<file path="src/rtl/if_pkg.sv">
// Shared definitions for the MIPS instruction-fetch stage: FSM states,
// the bubble encoding and the default reset PC.
package if_pkg;

   typedef enum logic [1:0] {
      S_ISSUE = 2'd0,
      S_WAIT  = 2'd1,
      S_DROP  = 2'd2
   } fetchState_t;

   localparam logic [31:0] IF_NOP      = 32'h0000_0000;
   localparam logic [31:0] IF_RESET_PC = 32'h0040_0000;

   function automatic logic [31:0] pcPlus4(input logic [31:0] pc);
      return pc + 32'd4;
   endfunction

endpackage

</file>
<file path="src/rtl/fetch_buffer.sv">
// One-entry instruction holder (valid, word, PC) with fill, drain and flush.
// Used as the prefetch buffer or as the freeze-time pending register.
module fetch_buffer
   import if_pkg::*;
(
   input  logic        clk,
   input  logic        rst_n,
   input  logic        i_fill,
   input  logic [31:0] i_fillWord,
   input  logic [31:0] i_fillPc,
   input  logic        i_drain,
   input  logic        i_flush,
   output logic        o_valid,
   output logic [31:0] o_word,
   output logic [31:0] o_pc
);

   logic        r_valid;
   logic [31:0] r_word;
   logic [31:0] r_pc;

   // Flush beats fill; a fill in the same cycle as a drain replaces the entry.
   always_ff @(posedge clk or negedge rst_n) begin
      if (!rst_n) begin
         r_valid <= 1'b0;
         r_word  <= IF_NOP;
         r_pc    <= 32'h0;
      end else if (i_flush) begin
         r_valid <= 1'b0;
      end else if (i_fill) begin
         r_valid <= 1'b1;
         r_word  <= i_fillWord;
         r_pc    <= i_fillPc;
      end else if (i_drain) begin
         r_valid <= 1'b0;
      end
   end

   assign o_valid = r_valid;
   assign o_word  = r_word;
   assign o_pc    = r_pc;

endmodule

</file>
<file path="src/rtl/instr_fetch.sv">
// MIPS instruction-fetch stage: single-outstanding IMEM requests, redirect
// squashing and freeze handling. Define IF_PREFETCH_EN to keep fetching during freeze.
module instr_fetch
   import if_pkg::*;
#(
   parameter logic [31:0] RESET_PC = IF_RESET_PC
) (
   input  logic        CLK,
   input  logic        RESET,
   input  logic [31:0] Alt_PC_IN,
   input  logic        Request_Alt_PC_IN,
   input  logic        WANT_FREEZE_IN,
   output logic        IMEM_Req_OUT,
   output logic [31:0] IMEM_Addr_OUT,
   input  logic        IMEM_Ack_IN,
   input  logic [31:0] IMEM_Data_IN,
   output logic [31:0] Instr1_OUT,
   output logic [31:0] Instr_PC_OUT,
   output logic [31:0] Instr_PC_Plus4_OUT
);

   fetchState_t r_state;
   logic        r_req;
   logic [31:0] r_pc;
   logic [31:0] r_addr;
   logic [31:0] r_instr;
   logic [31:0] r_instrPc;
   logic [31:0] r_instrPcPlus4;

   logic        w_bufValid;
   logic [31:0] w_bufWord;
   logic [31:0] w_bufPc;
   logic        w_ackGood;
   logic        w_fill;
   logic        w_drain;
   logic        w_bufNextValid;
   logic        w_issueOk;
   logic [31:0] w_altPc;
   logic [31:0] w_pcNext;

   assign w_altPc   = Alt_PC_IN & 32'hFFFF_FFFC;
   assign w_ackGood = (r_state == S_WAIT) && IMEM_Ack_IN;

   // The held entry always goes to decode first, so a fresh ack only lands in
   // the holder when decode is frozen or is busy draining the older entry.
   assign w_drain        = !WANT_FREEZE_IN && w_bufValid;
   assign w_fill         = w_ackGood && !Request_Alt_PC_IN && (WANT_FREEZE_IN || w_bufValid);
   assign w_bufNextValid = !Request_Alt_PC_IN && (w_fill || (w_bufValid && !w_drain));

   assign w_pcNext = Request_Alt_PC_IN ? w_altPc :
                     (w_ackGood ? pcPlus4(r_pc) : r_pc);

`ifdef IF_PREFETCH_EN
   assign w_issueOk = !(WANT_FREEZE_IN && w_bufNextValid);

   fetch_buffer u_prefetch (
      .clk        (CLK),
      .rst_n      (RESET),
      .i_fill     (w_fill),
      .i_fillWord (IMEM_Data_IN),
      .i_fillPc   (r_addr),
      .i_drain    (w_drain),
      .i_flush    (Request_Alt_PC_IN),
      .o_valid    (w_bufValid),
      .o_word     (w_bufWord),
      .o_pc       (w_bufPc)
   );
`else
   assign w_issueOk = !WANT_FREEZE_IN && !w_bufNextValid;

   fetch_buffer u_pend (
      .clk        (CLK),
      .rst_n      (RESET),
      .i_fill     (w_fill),
      .i_fillWord (IMEM_Data_IN),
      .i_fillPc   (r_addr),
      .i_drain    (w_drain),
      .i_flush    (Request_Alt_PC_IN),
      .o_valid    (w_bufValid),
      .o_word     (w_bufWord),
      .o_pc       (w_bufPc)
   );
`endif

   // r_addr is frozen while a request is live; in S_DROP it still names the
   // squashed address while r_pc already holds the redirect target.
   always_ff @(posedge CLK or negedge RESET) begin
      if (!RESET) begin
         r_state <= S_ISSUE;
         r_pc    <= RESET_PC;
         r_req   <= 1'b0;
         r_addr  <= RESET_PC;
      end else begin
         r_pc <= w_pcNext;
         case (r_state)
            S_ISSUE: begin
               r_addr <= w_pcNext;
               if (w_issueOk) begin
                  r_req   <= 1'b1;
                  r_state <= S_WAIT;
               end else begin
                  r_req <= 1'b0;
               end
            end
            S_WAIT: begin
               if (IMEM_Ack_IN) begin
                  r_addr  <= w_pcNext;
                  r_req   <= w_issueOk;
                  r_state <= w_issueOk ? S_WAIT : S_ISSUE;
               end else if (Request_Alt_PC_IN) begin
                  r_state <= S_DROP;
               end
            end
            S_DROP: begin
               if (IMEM_Ack_IN) begin
                  r_addr  <= w_pcNext;
                  r_req   <= 1'b0;
                  r_state <= S_ISSUE;
               end
            end
            default: begin
               r_req   <= 1'b0;
               r_state <= S_ISSUE;
            end
         endcase
      end
   end

   // A word acked alongside a redirect is the delay slot and still reaches decode.
   always_ff @(posedge CLK or negedge RESET) begin
      if (!RESET) begin
         r_instr        <= IF_NOP;
         r_instrPc      <= 32'h0;
         r_instrPcPlus4 <= 32'h0;
      end else if (!WANT_FREEZE_IN) begin
         if (w_bufValid) begin
            r_instr        <= w_bufWord;
            r_instrPc      <= w_bufPc;
            r_instrPcPlus4 <= pcPlus4(w_bufPc);
         end else if (w_ackGood) begin
            r_instr        <= IMEM_Data_IN;
            r_instrPc      <= r_addr;
            r_instrPcPlus4 <= pcPlus4(r_addr);
         end else begin
            r_instr <= IF_NOP;
         end
      end
   end

   assign IMEM_Req_OUT       = r_req;
   assign IMEM_Addr_OUT      = r_addr;
   assign Instr1_OUT         = r_instr;
   assign Instr_PC_OUT       = r_instrPc;
   assign Instr_PC_Plus4_OUT = r_instrPcPlus4;

endmodule
</file>
<file path="config.mk">
export PLATFORM = sky130hd
export DESIGN_NAME = instr_fetch
export DESIGN_NICKNAME = d
export VERILOG_FILES = /design/src/rtl/if_pkg.sv /design/src/rtl/fetch_buffer.sv /design/src/rtl/instr_fetch.sv
export SDC_FILE = /design/constraint.sdc
export NUM_CORES = 1
export LEC_CHECK = 0
export CAP_MARGIN = 20
export CORE_MARGIN = 3
export CORE_UTILIZATION = 35
export CTS_CLUSTER_SIZE = 16
export DETAILED_ROUTE_END_ITERATION = 7
export PLACE_DENSITY_LB_ADDON = 0.3
export SYNTH_ARGS = -nofsm -noshare
export SYNTH_HDL_FRONTEND = slang
export SYNTH_HIERARCHICAL = 1
export SYNTH_SLANG_ARGS = --single-unit
export TNS_END_PERCENT = 30
</file>
<file path="constraint.sdc">
create_clock -name CLK -period 7.6 [get_ports CLK]
set_input_delay 1.52 -clock CLK [delete_from_list [all_inputs] [get_ports CLK]]
set_output_delay 1.52 -clock CLK [all_outputs]
set_load 0.005 [all_outputs]
</file>
==> results of run 1 <==
## registers in the layout (all words and copies together) (netlist names)
name,cells
u_pend/o_pc,32
Instr1_OUT,32
r_pc,32
Instr_PC_Plus4_OUT,30
IMEM_Addr_OUT,32
u_pend/o_word,32
Instr_PC_OUT,32
u_pend/o_valid,1
r_state,2
IMEM_Req_OUT,1
## placed cells by master (no fill, tap or decap), types with 3 or more instances in the layout
cell	synthesis	layout
dfrtp_1	224	223
clkdlybuf4s50_1	0	192
nand2_1	168	168
o21ai_0	94	94
a21oi_1	60	60
mux2_4	60	60
nor2_1	51	51
and3_1	42	42
nand4_1	28	28
mux2_2	26	26
nand3_1	26	26
mux2i_1	27	26
clkbuf_16	0	26
xnor2_1	24	24
xor2_1	14	14
o31ai_1	13	13
buf_4	4	11
a31o_2	10	10
nor3_1	9	9
nand3b_1	9	9
and4_1	8	8
inv_1	7	7
clkbuf_8	0	7
a21o_1	7	6
ha_1	5	5
and2_1	4	4
nor2b_1	4	4
clkbuf_1	40	4
nor4_1	3	3
a31oi_1	3	3
a22oi_1	3	3
a211o_1	3	3
clkinv_2	0	3
bufinv_16	0	3
## kinds of logic (layout without fill, tap and decap cells)
group / Yosys count / count (layout)
XOR/XNOR: 38 / 38
flip-flops: 226 / 226
adder cells (fa/ha/maj): 5 / 5
buffers and inverters: 74 / 261
AO/OA/AOI/OAI: 215 / 215
multiplexers: 113 / 113
AND/OR/NAND/NOR: 372 / 372
## critical path, cell delays in order
cell             delay [ps]
clkdlybuf4s50_1         710
nand3_1                 300
nor3_2                  870
nand3_1                 270
or4_1                   520
nand3_1                 100
## through the flow
| stage | util | hold slack (ps) | worst slack (ps) | instances | power [mW] |
|---|---|---|---|---|---|
| 2_1_floorplan | - | 470 | 4590 | 1043 | 3.02 |
| 3_3_place_gp | 0.428 | 463 | 3270 | 1579 | 3.92 |
| 3_5_place_dp | 0.428 | 466 | 3240 | 1579 | 3.97 |
| 4_1_cts | 0.458 | 481 | 3790 | 1625 | 5.30 |
| 5_1_grt | 0.458 | 499 | 3520 | 1626 | 5.60 |
| 6_report | 0.458 | 477 | 3780 | 1626 | 5.23 |
## layer usage
metal | wire (um) | share of wire
met2 | 14000 | 0.48
met4 | 485 | 0.016
met3 | 1640 | 0.056
met5 | 0 | 0
met1 | 13300 | 0.45
## power breakdown
part | switching [mW] | total, mW | internal [mW] | leakage [nW]
Sequential | 0.406 | 2.07 | 1.66 | 2.81
Clock | 0.507 | 1.30 | 0.797 | 0.441
Combinational | 0.793 | 1.86 | 1.07 | 2.79
Total | 1.70 | 5.23 | 3.53 | 6.05
## worst min-delay path by stage
stage / slack [ps] / to / from / cells after the start
floorplan: 470 / Instr_PC_Plus4_OUT[3] / Instr_PC_Plus4_OUT[3] / 2
global route: 500 / Instr_PC_OUT[24] / Instr_PC_OUT[24] / 1
CTS: 480 / Instr_PC_OUT[30] / Instr_PC_OUT[30] / 2
detailed placement: 470 / Instr_PC_OUT[30] / Instr_PC_OUT[30] / 2
global placement: 460 / Instr_PC_OUT[5] / Instr_PC_OUT[5] / 2
finish: 480 / Instr_PC_OUT[30] / Instr_PC_OUT[30] / 2
## final cells by class
cell class | instances | share of cell area
clock inverters | 9 | 0.00971
clock buffers | 37 | 0.0538
multi-input cells | 743 | 0.355
repair buffers | 207 | 0.145
flip-flops and latches | 226 | 0.400
inverters | 8 | 0.00212
well taps | 396 | 0.0350
==> results.yml, run 1 <==
finish:
  ff_latch_area_sq_mm: 0.00566
  multi_input_area_sq_mm: 0.00503
  syn_to_final_growth_pct: 27.5
  fillers: 2893
  fin_area_sq_mm: 0.0142
  fin_nets: 1286
  drive_gt1_frac: 0.141
  diodes: 0
timing:
  hold_viol_final: 0
  slew_headroom: 0.342
  fmax_mhz: 262
  tightestPinTransition_ps: 981
  finalSetupViolCount: 0
  finalMaxSlewViolations: 0
  finalCritPeriodShare: 0.503
  rsz0062_at_grt: "no"
  tns_ps: 0
  skew_ps: 10.8
  finalCriticalPeriod_ps: 3820
yosys:
  yosys.area_share.simple: 0.169
  syn_area_sq_mm: 0.0111
  seq_area_frac_synth: 0.509
  avgSynthCellArea_sq_um: 10.7
  netlist_top_cells_count: "224 x dfrtp_1, 168 x nand2_1, 94 x o21ai_0"
  synth_fa_ha_area_frac: 0.00563
  postSynthCellCount: 1043
  syn_nets: 1117
  ys_async_sr_fraction: 1.00
  yosys_warnings: 6
  yosys.cell_types.count: 69
  synth_compound_gate_area_share: 0.116
  synth_seq_cells: 226
  synth_xor_area_frac: 0.0299
  netlist.area_leader.share: 0.504
  ys_top_cells_by_area: "dfrtp_1 50%, mux2_4 8.1%, nand2_1 5.7%"
  synth_enable_flop_cells: 0
  ys.flop_type: "dfrtp_1"
  muxShareOfSynthArea: 0.132
  synth_most_common_cell: "dfrtp_1"
  synth_top_area_cell: "dfrtp_1"
  synth_top_family_by_area: "simple AND/OR/NAND/NOR gates"
worst_setup_path:
  rr_startpoint: "u_pend/o_valid"
  worstPathMaxFanout: 13
  r2r_end: "Instr_PC_Plus4_OUT[31]"
  crit_start: "IMEM_Ack_IN"
  crit_type: "in2reg"
  crit_end: "IMEM_Addr_OUT[23]"
  worstRegToRegCells: 6
  rrSetupSlack_ps: 4210
  cp-start-kind: "primary input"
  crit_arrival_ps: 4290
  critPathCaptureType: "register"
  cp.required_ps: 8070
global_route:
  grt_max_degree: 91
  grtUsageTotal: 0.171
  antenna_found_initial: 0
  grt_pass1_wl_um: 47100
  use_met3: 0.0290
  gr-total-overflow: 0
  grt_pass1_vias: 8475
  use_met2: 0.283
  grt.busiest_layer: "met2"
  met1_usage: 0.238
floorplanning:
  core_area_sq_mm: 0.0309
  die_area_sq_mm: 0.0339
  num_rows: 64
  fp.dieH_um: 184
  fp.dieW_um: 184
  pin_count: 198
  initial_utilization: 0.360
clock_network:
  postCtsResizedCells: 0
  path_clk_slew_ps: 60
  htreeDepth: 1
  clockBufferDepth: 3
  cts_hold_buf: 0
  clockRootBuffer: "clkbuf_16"
  post_cts_buffers: 0
  cts_made_buffers: 26
  clkLatencyLatePin_ps: 540
  tritoncts: "built"
  clock-sinks: 226
detailed_routing:
  routed_wl_um: 29400
  firstDrtPassIters: 5
  avgRoutedWirePerCell_um: 18.1
  vias_per_cell: 5.23
  num_vias: 8508
  drc: 0
  antenna_left: 0
  drtIter0Drc: 506
min_path:
  hold_path_class: "reg2reg"
placed_design:
  io_buffers: 195
  placed_area_sq_mm: 0.0132
  hpwlAfterDp_um: 19900
  routabilityCongestion: 0.811
power:
  ir_drop_uv: 207
  p_per_area_mw_per_mm2: 369
  p_leak_nw: 6.05
outcome:
  status: "finished, final reports clean"
job:
  drv_cap: 0
Note: power is estimated with default switching activity, not from simulation.
==> inputs of run 2 (changes only) <==
- clock period: 7.6 -> 3.85 ns (I/O delays scaled with it)
==> results.yml, run 2 (synthesized netlist as in run 1, its figures left out) <==
outcome:
  status: "finished, final reports clean"
detailed_routing:
  antenna_left: 0
  drtIter0Drc: 638
  firstDrtPassIters: 5
  vias_per_cell: 5.20
  num_vias: 8510
  routed_wl_um: 29600
  drc: 0
  avgRoutedWirePerCell_um: 18.1
worst_setup_path:
  cp-start-kind: "register"
  worstPathMaxFanout: 44
  crit_arrival_ps: 3150
  critPathCaptureType: "register"
  slowest_stage: "dfrtp_4"
  cpPeakStageDelay_ps: 780
  crit_buf_inv: 2
  cp.required_ps: 4260
  cpLargestDelayFamily: "compound AO/OA/AOI/OAI gates"
  path_cells: "buf_4 > nand3_1 > a222oi_1 > buf_4 > nand3_1 > o311a_1 > a221o_1"
  crit_type: "reg2reg"
clock_network:
  path_clk_slew_ps: 60
  clockBufferDepth: 3
  clkLatencyLatePin_ps: 540
  clockRootBuffer: "clkbuf_16"
  cts_made_buffers: 27
  post_cts_buffers: 0
  htreeDepth: 1
  cts_hold_buf: 0
  tritoncts: "built"
  clock-sinks: 226
  postCtsResizedCells: 0
power:
  comb_power_share: 0.354
  power.share.switching: 0.327
  p_sw_mw: 3.39
  fin_total_pwr_mw: 10.4
  p_leak_nw: 6.10
  ir_drop_uv: 482
  p_per_area_mw_per_mm2: 727
  seq_power_share: 0.394
  p_int_mw: 6.99
  pwr-share-clk: 0.252
timing:
  tns_ps: 0
  finalCritPeriodShare: 0.709
  rsz0062_at_grt: "no"
  finalMaxSlewViolations: 0
  tightestPinTransition_ps: 845
  fmax_mhz: 366
  hold_viol_final: 0
  finalSetupViolCount: 0
  finalCriticalPeriod_ps: 2730
  skew_ps: 13.9
  slew_headroom: 0.437
floorplanning:
  fp.dieH_um: 184
  fp.dieW_um: 184
  initial_utilization: 0.360
  die_area_sq_mm: 0.0339
  core_area_sq_mm: 0.0309
  pin_count: 198
  num_rows: 64
global_route:
  gr-total-overflow: 0
  grt_pass1_vias: 8779
  grtUsageTotal: 0.172
  antenna_found_initial: 1
  grt_pass1_wl_um: 47800
  grt_max_degree: 98
finish:
  syn_to_final_growth_pct: 28.5
  layout_common_cells: "223 x dfrtp_1, 192 x clkdlybuf4s50_1, 168 x nand2_1"
  ff_latch_area_sq_mm: 0.00566
  fin_nets: 1294
  fillers: 2856
  drive_gt1_frac: 0.147
  multi_input_area_sq_mm: 0.00503
  final_common_cell: "dfrtp_1"
  fin_area_sq_mm: 0.0143
placed_design:
  io_buffers: 195
  routabilityCongestion: 0.844
  placed_area_sq_mm: 0.0134
  hpwlAfterDp_um: 20200
min_path:
  hold_path_class: "in2async"
job:
  drv_cap: 0
run 2: changes by cell type in the layout (fill, tap and decap cells not counted), sizes merged:
cell,change
buf,+7
clkinvlp,+2
diode,+1
inv,+2
run 2: power groups by stage:
stage	sequential (mW)	clock [mW]	combinational [mW]
2_1_floorplan	3.92	0	2.04
3_3_place_gp	4.11	0	3.65
3_5_place_dp	4.13	0	3.72
4_1_cts	4.11	2.69	3.73
5_1_grt	4.23	2.80	4.06
6_report	4.09	2.61	3.68
run 2: cell type report:
| cell class | count | share of cell area |
|---|---|---|
| Timing Repair Buffer | 214 | 0.150 |
| Clock buffer | 37 | 0.0535 |
| Clock inverter | 13 | 0.0109 |
| Inverter | 8 | 0.00210 |
| Sequential cell | 226 | 0.397 |
| Multi-Input combinational cell | 743 | 0.352 |
| Antenna cell | 1 | 0.000175 |
| Tap cell | 396 | 0.0347 |
run 2: path summary, 6_finish.rpt:
kind                                  startpoint                     end  slack, ps  cells after the start
worst max register to register    u_pend/o_valid  Instr_PC_Plus4_OUT[27]       1120                      7
worst min register to register  Instr_PC_OUT[25]        Instr_PC_OUT[25]        470                      1
max in group asynchronous                  RESET           Instr1_OUT[8]       2730                      2
worst min-delay path                       RESET         Instr_PC_OUT[8]        220                      1
worst max-delay path              u_pend/o_valid  Instr_PC_Plus4_OUT[27]       1120                      7
min in group CLK                Instr_PC_OUT[25]        Instr_PC_OUT[25]        470                      1
run 2: per-stage QoR:
| step | hold WS (ps) | worst slack, ps | instances | util |
|---|---|---|---|---|
| 2_1_floorplan | 470 | 1160 | 1043 | - |
| 3_3_place_gp | 463 | 744 | 1587 | 0.432 |
| 3_5_place_dp | 466 | 731 | 1587 | 0.432 |
| 4_1_cts | 284 | 1140 | 1637 | 0.462 |
| 5_1_grt | 280 | 951 | 1638 | 0.462 |
| 6_report | 225 | 1120 | 1638 | 0.462 |
run 2: per-layer routing:
metal / GRT usage / part of all wire / up-vias
met5: 0 / 0 / -
met4: 0.0435 / 0.019 / 0
met3: 0.0294 / 0.053 / 37
met2: 0.284 / 0.47 / 209
met1: 0.237 / 0.46 / 4206
li1: - / - / 4058
==> inputs of run 3 (changes only) <==
- clock period: 3.85 -> 2.6 ns (I/O delays scaled with it)
==> results.yml, run 3 (synthesized netlist as in run 1, its figures left out) <==
outcome:
  status: "finished, final reports clean"
clock_network:
  clockBufferDepth: 3
  htreeDepth: 1
  clock-sinks: 226
  path_clk_slew_ps: 60
  cts_hold_buf: 1
  clockRootBuffer: "clkbuf_16"
  tritoncts: "built"
  post_cts_buffers: 0
  clkLatencyLatePin_ps: 540
  cts_made_buffers: 26
  postCtsResizedCells: 0
worst_setup_path:
  crit_buf_inv: 2
  critPathCaptureType: "register"
  worstPathMaxFanout: 37
  cp.required_ps: 3000
  cpLargestDelayFamily: "buffers and inverters"
  crit_type: "reg2reg"
  crit_arrival_ps: 2790
  cp-start-kind: "register"
  rrSetupSlack_ps: 210
  path_cells: "buf_4 > nor2_1 > nor3_1 > nor2b_4 > buf_12 > mux2_2"
  cpPeakStageDelay_ps: 540
  slowest_stage: "dfrtp_4"
finish:
  final_cells: 1659
  drive_gt1_frac: 0.161
  fin_area_sq_mm: 0.0144
  layout_common_cells: "223 x dfrtp_1, 192 x clkdlybuf4s50_1, 168 x nand2_1"
  fillers: 2849
  final_common_cell: "dfrtp_1"
  diodes: 0
  fin_nets: 1319
  fin_util: 0.467
  ff_latch_area_sq_mm: 0.00566
  multi_input_area_sq_mm: 0.00503
  syn_to_final_growth_pct: 29.9
floorplanning:
  core_area_sq_mm: 0.0309
  fp.dieW_um: 184
  fp.dieH_um: 184
  num_rows: 64
  die_area_sq_mm: 0.0339
  pin_count: 198
  initial_utilization: 0.360
timing:
  tightestPinTransition_ps: 610
  fmax_mhz: 419
  hold_viol_final: 0
  finalSetupViolCount: 0
  tns_ps: 0
  slew_headroom: 0.593
  finalMaxSlewViolations: 0
  skew_ps: 23.0
  finalCritPeriodShare: 0.918
  rsz0062_at_grt: "no"
  finalCriticalPeriod_ps: 2390
  whs_ps: 309
power:
  ir_drop_uv: 586
  p_per_area_mw_per_mm2: 1060
  p_leak_nw: 6.20
placed_design:
  placed_area_sq_mm: 0.0136
  routabilityCongestion: 0.861
  dp_cells: 1612
  hpwlAfterDp_um: 20600
  io_buffers: 195
detailed_routing:
  routed_wl_um: 29500
  firstDrtPassIters: 6
  drtIter0Drc: 733
  vias_per_cell: 5.21
  num_vias: 8646
  avgRoutedWirePerCell_um: 17.8
  drc: 0
  antenna_left: 0
global_route:
  grt_pass1_vias: 8427
  grt_pass1_wl_um: 47200
  gr-total-overflow: 0
  antenna_found_initial: 1
  grt_max_degree: 67
  grtUsageTotal: 0.171
job:
  drv_cap: 0
min_path:
  hold_path_class: "in2reg"
==> run 3: changes by cell type in the layout (fill, tap and decap cells not counted), moves of 2 or more <==
cell,before,now
inv_6,2,0
clkbuf_1,5,7
buf_12,4,7
buf_4,15,37
clkinvlp_4,3,0
==> run 3: worst reg2reg max path: stages (launching register included) <==
cell and delay (ps):
dfrtp_4 540, buf_4 460, nor2_1 100, nor3_1 210, nor2b_4 260, buf_12 270, mux2_2 430
==> run 3: routing by layer <==
metal  share of wire  GRT usage  up-vias
met3           0.060     0.0361       42
li1                -          -     4111
met1            0.46      0.239     4230
met4           0.021     0.0426        2
met5         0.00034          0        -
met2            0.46      0.275      261
==> run 3: final timing paths <==
| path | from | to | depth (start not counted) |
|---|---|---|---|
| setup / recovery | u_pend/o_valid | u_pend/o_word[27] | 6 |
| hold / removal | Request_Alt_PC_IN | u_pend/o_valid | 4 |
| setup reg to reg | u_pend/o_valid | u_pend/o_word[27] | 6 |
| hold reg to reg | Instr_PC_OUT[24] | Instr_PC_OUT[24] | 1 |
| max in group asynchronous | RESET | u_pend/o_valid | 3 |
| min in group asynchronous | RESET | Instr_PC_OUT[8] | 2 |
==> run 3: report_power, final <==
group | total (mW) | switching (mW) | internal [mW]
clock network | 3.62 | 1.45 | 2.18
logic | 5.69 | 2.40 | 3.29
registers | 6.00 | 1.13 | 4.86
==> run 3: metrics by stage <==
| step | worst slack [ps] | power, mW |
|---|---|---|
| detailed placement | 77.1 | 11.8 |
| floorplan | 26.4 | 8.83 |
| global placement | 102 | 11.7 |
| finish | 214 | 15.3 |
| global route | 27.5 | 16.4 |
| CTS | 217 | 15.5 |
==> run 3: area by class of cell <==
| class | count | share of cell area |
|---|---|---|
| inverter | 8 | 0.00208 |
| clock inverter | 8 | 0.00702 |
| timing repair buffer | 240 | 0.164 |
| clock buffer | 38 | 0.0516 |
| multi-input combinational | 743 | 0.348 |
| tap | 396 | 0.0343 |
| sequential | 226 | 0.392 |
